File: src/rtl/inst_fetch_ctrl_if.sv
// Shared width defaults and the fetch-controller bus: imem port, redirect,
// fetch enable and the decode-side valid/ready handshake.
package inst_fetch_ctrl_pkg;
  localparam int ADDR_WIDTH = 32;
  localparam int DATA_WIDTH = 32;
endpackage

interface inst_fetch_ctrl_if #(
  parameter int ADDR_WIDTH = inst_fetch_ctrl_pkg::ADDR_WIDTH,
  parameter int DATA_WIDTH = inst_fetch_ctrl_pkg::DATA_WIDTH
);
  logic                  fetch_en;
  logic [ADDR_WIDTH-1:0] imem_addr;
  logic [DATA_WIDTH-1:0] imem_inst;
  logic                  redirect_valid;
  logic [ADDR_WIDTH-1:0] redirect_pc;
  logic                  out_valid;
  logic                  out_ready;
  logic [DATA_WIDTH-1:0] out_inst;
  logic [ADDR_WIDTH-1:0] out_pc;
  logic                  misalign_err;

  modport master (
    input  fetch_en, imem_inst, redirect_valid, redirect_pc, out_ready,
    output imem_addr, out_valid, out_inst, out_pc, misalign_err
  );
  modport slave (
    output fetch_en, imem_inst, redirect_valid, redirect_pc, out_ready,
    input  imem_addr, out_valid, out_inst, out_pc, misalign_err
  );
endinterface

File: src/rtl/inst_fetch_ctrl.sv
// Instruction fetch controller: PC sequencing against a 1-cycle-latency imem,
// a single-entry skid buffer for decode backpressure, and redirect squash.
module inst_fetch_ctrl #(
  parameter int                    ADDR_WIDTH = inst_fetch_ctrl_pkg::ADDR_WIDTH,
  parameter int                    DATA_WIDTH = inst_fetch_ctrl_pkg::DATA_WIDTH,
  parameter logic [ADDR_WIDTH-1:0] RESET_PC   = '0
) (
  input logic               clk,
  input logic               rst,
  inst_fetch_ctrl_if.master bus
);
  typedef enum logic [1:0] {IDLE, RUN, HOLD} state_t;

  state_t                state_q, state_d;
  logic [ADDR_WIDTH-1:0] pc_q, pc_d;
  logic                  inflight_q, inflight_d;
  logic [ADDR_WIDTH-1:0] inflight_pc_q, inflight_pc_d;
  logic                  skid_full_q, skid_full_d;
  logic [DATA_WIDTH-1:0] skid_inst_q, skid_inst_d;
  logic [ADDR_WIDTH-1:0] skid_pc_q, skid_pc_d;
  logic                  misalign_q, misalign_d;
  logic                  issue;

  always_comb begin
    state_d       = state_q;
    pc_d          = pc_q;
    inflight_pc_d = inflight_pc_q;
    skid_full_d   = skid_full_q;
    skid_inst_d   = skid_inst_q;
    skid_pc_d     = skid_pc_q;
    misalign_d    = misalign_q;

    issue = (state_q == RUN) && bus.fetch_en && !skid_full_q &&
            (!inflight_q || bus.out_ready) && !bus.redirect_valid;

    inflight_d = issue;
    if (issue) begin
      inflight_pc_d = pc_q;
      pc_d          = pc_q + ADDR_WIDTH'(4);
    end

    // Park the returning word when decode stalls; the skid drains with a bubble.
    if (inflight_q && !bus.out_ready && !skid_full_q) begin
      skid_full_d = 1'b1;
      skid_inst_d = bus.imem_inst;
      skid_pc_d   = inflight_pc_q;
    end else if (skid_full_q && bus.out_ready) begin
      skid_full_d = 1'b0;
    end

    case (state_q)
      IDLE:    if (bus.fetch_en) state_d = RUN;
      RUN:     if (!bus.fetch_en) state_d = IDLE;
               else if (inflight_q && !bus.out_ready) state_d = HOLD;
      HOLD:    if (bus.out_ready) state_d = RUN;
      default: state_d = IDLE;
    endcase

    // Redirect wins over everything: drop the in-flight word and the skid.
    if (bus.redirect_valid) begin
      pc_d        = {bus.redirect_pc[ADDR_WIDTH-1:2], 2'b00};
      inflight_d  = 1'b0;
      skid_full_d = 1'b0;
      state_d     = bus.fetch_en ? RUN : IDLE;
      if (bus.redirect_pc[1:0] != 2'b00) misalign_d = 1'b1;
    end
  end

  always_ff @(posedge clk) begin
    if (rst) begin
      state_q     <= IDLE;
      pc_q        <= RESET_PC;
      inflight_q  <= 1'b0;
      skid_full_q <= 1'b0;
      misalign_q  <= 1'b0;
    end else begin
      state_q     <= state_d;
      pc_q        <= pc_d;
      inflight_q  <= inflight_d;
      skid_full_q <= skid_full_d;
      misalign_q  <= misalign_d;
    end
  end

  always_ff @(posedge clk) begin
    inflight_pc_q <= inflight_pc_d;
    skid_inst_q   <= skid_inst_d;
    skid_pc_q     <= skid_pc_d;
  end

  assign bus.imem_addr    = pc_q;
  assign bus.out_valid    = !bus.redirect_valid && (skid_full_q || inflight_q);
  assign bus.out_inst     = skid_full_q ? skid_inst_q : bus.imem_inst;
  assign bus.out_pc       = skid_full_q ? skid_pc_q : inflight_pc_q;
  assign bus.misalign_err = misalign_q;
endmodule

File: src/flat_wrapper.sv
// flat-port wrapper written by rule: the top's interface ports become plain ports
module inst_fetch_ctrl_flat 
#(
  parameter int                    ADDR_WIDTH = inst_fetch_ctrl_pkg::ADDR_WIDTH,
  parameter int                    DATA_WIDTH = inst_fetch_ctrl_pkg::DATA_WIDTH,
  parameter logic [ADDR_WIDTH-1:0] RESET_PC   = '0
)
  (clk, rst, bus_fetch_en, bus_imem_inst, bus_redirect_valid, bus_redirect_pc, bus_out_ready, bus_imem_addr, bus_out_valid, bus_out_inst, bus_out_pc, bus_misalign_err);
  inst_fetch_ctrl_if #(.ADDR_WIDTH(ADDR_WIDTH), .DATA_WIDTH(DATA_WIDTH)) bus_i ();
  input logic clk;
  input logic rst;
  input wire logic [$bits(bus_i.fetch_en)-1:0] bus_fetch_en;
  input wire logic [$bits(bus_i.imem_inst)-1:0] bus_imem_inst;
  input wire logic [$bits(bus_i.redirect_valid)-1:0] bus_redirect_valid;
  input wire logic [$bits(bus_i.redirect_pc)-1:0] bus_redirect_pc;
  input wire logic [$bits(bus_i.out_ready)-1:0] bus_out_ready;
  output wire logic [$bits(bus_i.imem_addr)-1:0] bus_imem_addr;
  output wire logic [$bits(bus_i.out_valid)-1:0] bus_out_valid;
  output wire logic [$bits(bus_i.out_inst)-1:0] bus_out_inst;
  output wire logic [$bits(bus_i.out_pc)-1:0] bus_out_pc;
  output wire logic [$bits(bus_i.misalign_err)-1:0] bus_misalign_err;
  assign bus_i.fetch_en = bus_fetch_en;
  assign bus_i.imem_inst = bus_imem_inst;
  assign bus_i.redirect_valid = bus_redirect_valid;
  assign bus_i.redirect_pc = bus_redirect_pc;
  assign bus_i.out_ready = bus_out_ready;
  assign bus_imem_addr = bus_i.imem_addr;
  assign bus_out_valid = bus_i.out_valid;
  assign bus_out_inst = bus_i.out_inst;
  assign bus_out_pc = bus_i.out_pc;
  assign bus_misalign_err = bus_i.misalign_err;
  inst_fetch_ctrl #(.ADDR_WIDTH(ADDR_WIDTH), .DATA_WIDTH(DATA_WIDTH), .RESET_PC(RESET_PC)) u_core (.clk(clk), .rst(rst), .bus(bus_i));
endmodule
File: config.mk
export PLATFORM = sky130hd
export DESIGN_NAME = inst_fetch_ctrl_flat
export DESIGN_NICKNAME = d
export VERILOG_FILES = /design/src/rtl/inst_fetch_ctrl_if.sv /design/src/rtl/inst_fetch_ctrl.sv /design/src/flat_wrapper.sv
export SDC_FILE = /design/constraint.sdc
export NUM_CORES = 1
export LEC_CHECK = 0
export ABC_CLOCK_PERIOD_IN_PS = 4940
export BUFFER_PORTS_ARGS = -buffer_cell sky130_fd_sc_hd__clkbuf_2
export CAP_MARGIN = 10
export CORE_MARGIN = 8
export CORE_UTILIZATION = 51
export CTS_CLUSTER_DIAMETER = 120
export DETAILED_ROUTE_END_ITERATION = 12
export GPL_TIMING_DRIVEN = 0
export PLACE_DENSITY_LB_ADDON = 0.25
export SETUP_SLACK_MARGIN = 0.02
export SLEW_MARGIN = 0
export SYNTH_ARGS = -nofsm -noshare
export SYNTH_HDL_FRONTEND = slang
export SYNTH_SLANG_ARGS = --single-unit
File: constraint.sdc
create_clock -name clk -period 4.94 [get_ports clk]
set_clock_uncertainty 0.15 [all_clocks]
set_input_delay 0.247 -clock clk [delete_from_list [all_inputs] [get_ports clk]]
set_output_delay 0.247 -clock clk [all_outputs]
set_load 0.02 [all_outputs]
==> flow_summary.json <==
{
  "status": "complete, no violations",
  "clockRootBuffer": "clkbuf_8",
  "final.period_utilization_pct": 61.05,
  "ir_drop_uv": 167.3,
  "path_max_fanout": 10,
  "synth-seq-cells": 127,
  "clk_path_buf_depth": 2,
  "setup_viol": 0,
  "antenna_left": 0,
  "max_stage_delay_ns": 0.61,
  "worstMarginPinSlew_ns": 0.9227,
  "p_leak_nw": 3.000,
  "vias": 4167,
  "worstPathRequired_ns": 4.54,
  "p_per_area_nw_per_um2": 335.7,
  "finalWeightedCongestion": 0.8423,
  "syn_inst": 406,
  "fmax_ghz": 0.3316,
  "p_int_mw": 2.003,
  "path_delay_family": "buffers and inverters",
  "initial_utilization_pct": 51.37,
  "clockPowerShare_pct": 44.1,
  "synth_top_family_by_area": "multiplexers",
  "htreeDepth": 4,
  "crit_path_end_kind": "output port",
  "dieArea_um2": 14300,
  "swShare_pct": 22.44,
  "netlist_area_um2": 5471,
  "use_met3_pct": 6.153,
  "drive_gt1_share_pct": 38.92,
  "post-cts-setup-buffers": 0,
  "dieHeight_um": 119.6,
  "rr_startpoint": "u_core.skid_full_q",
  "slowest_stage": "clkbuf_1",
  "numCtsBuffers": 17,
  "rrSetupSlack_ns": 2.26,
  "clock_sinks": 127,
  "ys_warn_count": 0,
  "rsz0062_at_grt": "false",
  "yosys.area_share.adder_pct": 0.2287,
  "arrival_ns": 2.62,
  "hold_class": "input port to flop",
  "grt_pass1_wl_um": 23340,
  "grt_util_met1_pct": 24.03,
  "layout_common_cells": "160 x clkbuf_2, 92 x edfxtp_1, 66 x dlygate4sd3_1, 62 x mux2_2, 35 x dfxtp_1",
  "whs_endpoint": "u_core.skid_full_q",
  "relSlewSlack_pct": 38.34,
  "grt_busiest_layer": "met2",
  "crit_top_cell": "clkbuf_1",
  "wl_per_cell_um": 18.00,
  "die_w_um": 119.6,
  "reg2reg_depth": 4,
  "grt_pass1_vias": 4472,
  "synth_compound_area_share_pct": 5.557,
  "antenna_found_initial": 0,
  "ys_types": 43,
  "finalCriticalPeriod_ns": 3.016,
  "synth.avg_cell_area_um2": 13.48,
  "grt_usage_pct": 20.65,
  "p_comb_share_pct": 9.4,
  "slew_viol_final": 0,
  "r2r-end": "u_core.skid_pc_q[23]",
  "met2_usage_pct": 34.75,
  "finalHoldViolCount": 0,
  "rows": 38,
  "io_buffers": 160,
  "ys_top_cells_by_area": "edfxtp_1 50%, dfxtp_1 13%, mux2_2 13%, a211oi_1 2.2%, xnor2_1 2.1%",
  "wl_um": 14540,
  "ys_seq_area_share_pct": 63.30,
  "placedCellCount": 710,
  "clk_latency_ns": 0.51,
  "syn2layout_area_growth_pct": 40.59,
  "power_frac_seq_pct": 46.5,
  "dr.pass1.iters": 4,
  "min_from": "bus_redirect_valid",
  "cts_tree": "built",
  "io_pins": 167,
  "drv_cap": 0,
  "fin_util_pct": 72.23,
  "dr.first_iter.drc_count": 218,
  "drc": 0,
  "synth_top_cell_by_area": "edfxtp_1",
  "path_class": "flop to output port",
  "synth_top_area_share_pct": 50.49,
  "crit_buf_inv": 3,
  "fp.coreArea_um2": 10650,
  "hold_depth": 2,
  "layout_commonest_cell": "clkbuf_2",
  "grt-ovfl-total": 0,
  "clk_pin_slew_ns": 0.06,
  "worstPathCellList": "clkbuf_1 > clkbuf_1 > mux2_2 > clkbuf_2",
  "synth_simple_gate_area_share_pct": 11.43,
  "final_cells": 808,
  "finalPower_mw": 2.583,
  "vias_per_cell": 5.157,
  "grt_max_degree": 37,
  "power_switching_uw": 579.7,
  "startpoint_type": "flop",
  "synth_mux_area_share_pct": 12.94,
  "final_nets": 725,
  "hpwl_um": 10030,
  "diodes": 0,
  "yosys.area_share.xor_xnor_pct": 3.842
}
## synth_stat cells (all sizes together)
library cell  count
mux2             62
a311oi            3
and3              5
a31oi             2
ha                1
nand4            14
o21a              1
inv               6
nor4              9
nand2            17
buf               7
o21bai            3
nor4b             1
conb              1
nand3b            1
xnor2            13
or3               4
nor2b             2
nand3            11
a211oi           17
edfxtp           92
mux2i             1
nand4b            1
clkinv            1
clkbuf           18
xor2             11
o31a              1
and4              5
and3b             1
o221ai            1
nor3              7
a21oi            11
and2              5
or2b              1
dfxtp            35
o21ai             6
nor2             29
## registers in the layout, summed over array words and instances, names as in the netlist
signal / flops
u_core.bus.imem_addr: 30
u_core.inflight_pc_q: 30
u_core.bus.misalign_err: 1
u_core.inflight_q: 1
u_core.skid_inst_q: 32
u_core.skid_full_q: 1
u_core.state_q: 2
u_core.skid_pc_q: 30
## metrics by stage
stage | worst slack (ns) | TNS [ns] | instance area [µm²] | hold WS, ns
2_1_floorplan | 0.8886 | 0 | 5483 | 0.1757
3_3_place_gp | -0.5925 | -36.48 | 6459 | 0.2788
3_5_place_dp | 2.210 | 0 | 6494 | 0.2845
4_1_cts | 1.833 | 0 | 7692 | 0.02312
5_1_grt | 1.801 | 0 | 7692 | 0.05735
6_report | 1.924 | 0 | 7692 | 0.05125
## final cells by class
cell class,count,area (µm²)
flip-flops and latches,127,3463
fillers,725,2958
multi-input cells,250,1891
repair buffers,227,1481
clock buffers,23,446.7
well taps,140,175.2
plain buffers,25,117.6
clock inverters,9,91.34
inverters,7,26.28
## how the worst max path moves through the flow
| stage | from | to | slack [ns] | depth (start not counted) |
|---|---|---|---|---|
| 2_1_floorplan | u_core.skid_full_q | u_core.skid_inst_q[0] | 0.89 | 3 |
| 3_3_place_gp | u_core.skid_full_q | u_core.skid_inst_q[8] | -0.59 | 3 |
| 3_5_place_dp | u_core.skid_full_q | u_core.skid_inst_q[2] | 2.21 | 4 |
| 4_1_cts | u_core.skid_full_q | bus_out_inst[25] | 1.83 | 4 |
| 5_1_grt | u_core.skid_full_q | bus_out_inst[25] | 1.80 | 4 |
| 6_report | u_core.skid_full_q | bus_out_inst[25] | 1.92 | 4 |
## cells by family (layout without fill, tap and decap cells)
| group | count (synthesis) | after routing |
|---|---|---|
| other cells | 1 | 4 |
| compound gates | 45 | 45 |
| flops | 127 | 127 |
| fa+ha+maj | 1 | 1 |
| buf+inv | 32 | 291 |
| simple gates | 113 | 113 |
| xor+xnor | 24 | 24 |
| mux | 63 | 63 |
## worst reg2reg max path: cells and delay by family (launching register included)
| kind | cells | cell delay [ns] |
|---|---|---|
| buf+inv | 3 | 1.04 |
| simple gates | 1 | 0.82 |
| flops | 1 | 0.35 |
## power by group through the flow
stage               logic (mW)  registers, mW  clock network, mW
global placement         0.197           1.22                  0
CTS                      0.245           1.20               1.16
finish                   0.244           1.20               1.14
floorplan               0.0976           1.23                  0
global route             0.264           1.20               1.20
detailed placement       0.201           1.22                  0
## routing by layer
metal  part of all wire [%]  vias to the layer above  routed length, µm
met5                      0                        -                  0
met4                    1.5                        0                216
met3                    7.5                       14               1092
met2                     49                      156               7193
met1                     42                     1961               6038
li1                       -                     2036                  -
## timing repair
item | 4_1_cts | 5_1_grt
endpoints found under the hold margin | 66 | 0
resized for setup | 0 | 0
endpoints found under the setup margin | 0 | 0
hold buffers | 66 | 0
No activity file was read; power rests on OpenSTA's default activity.
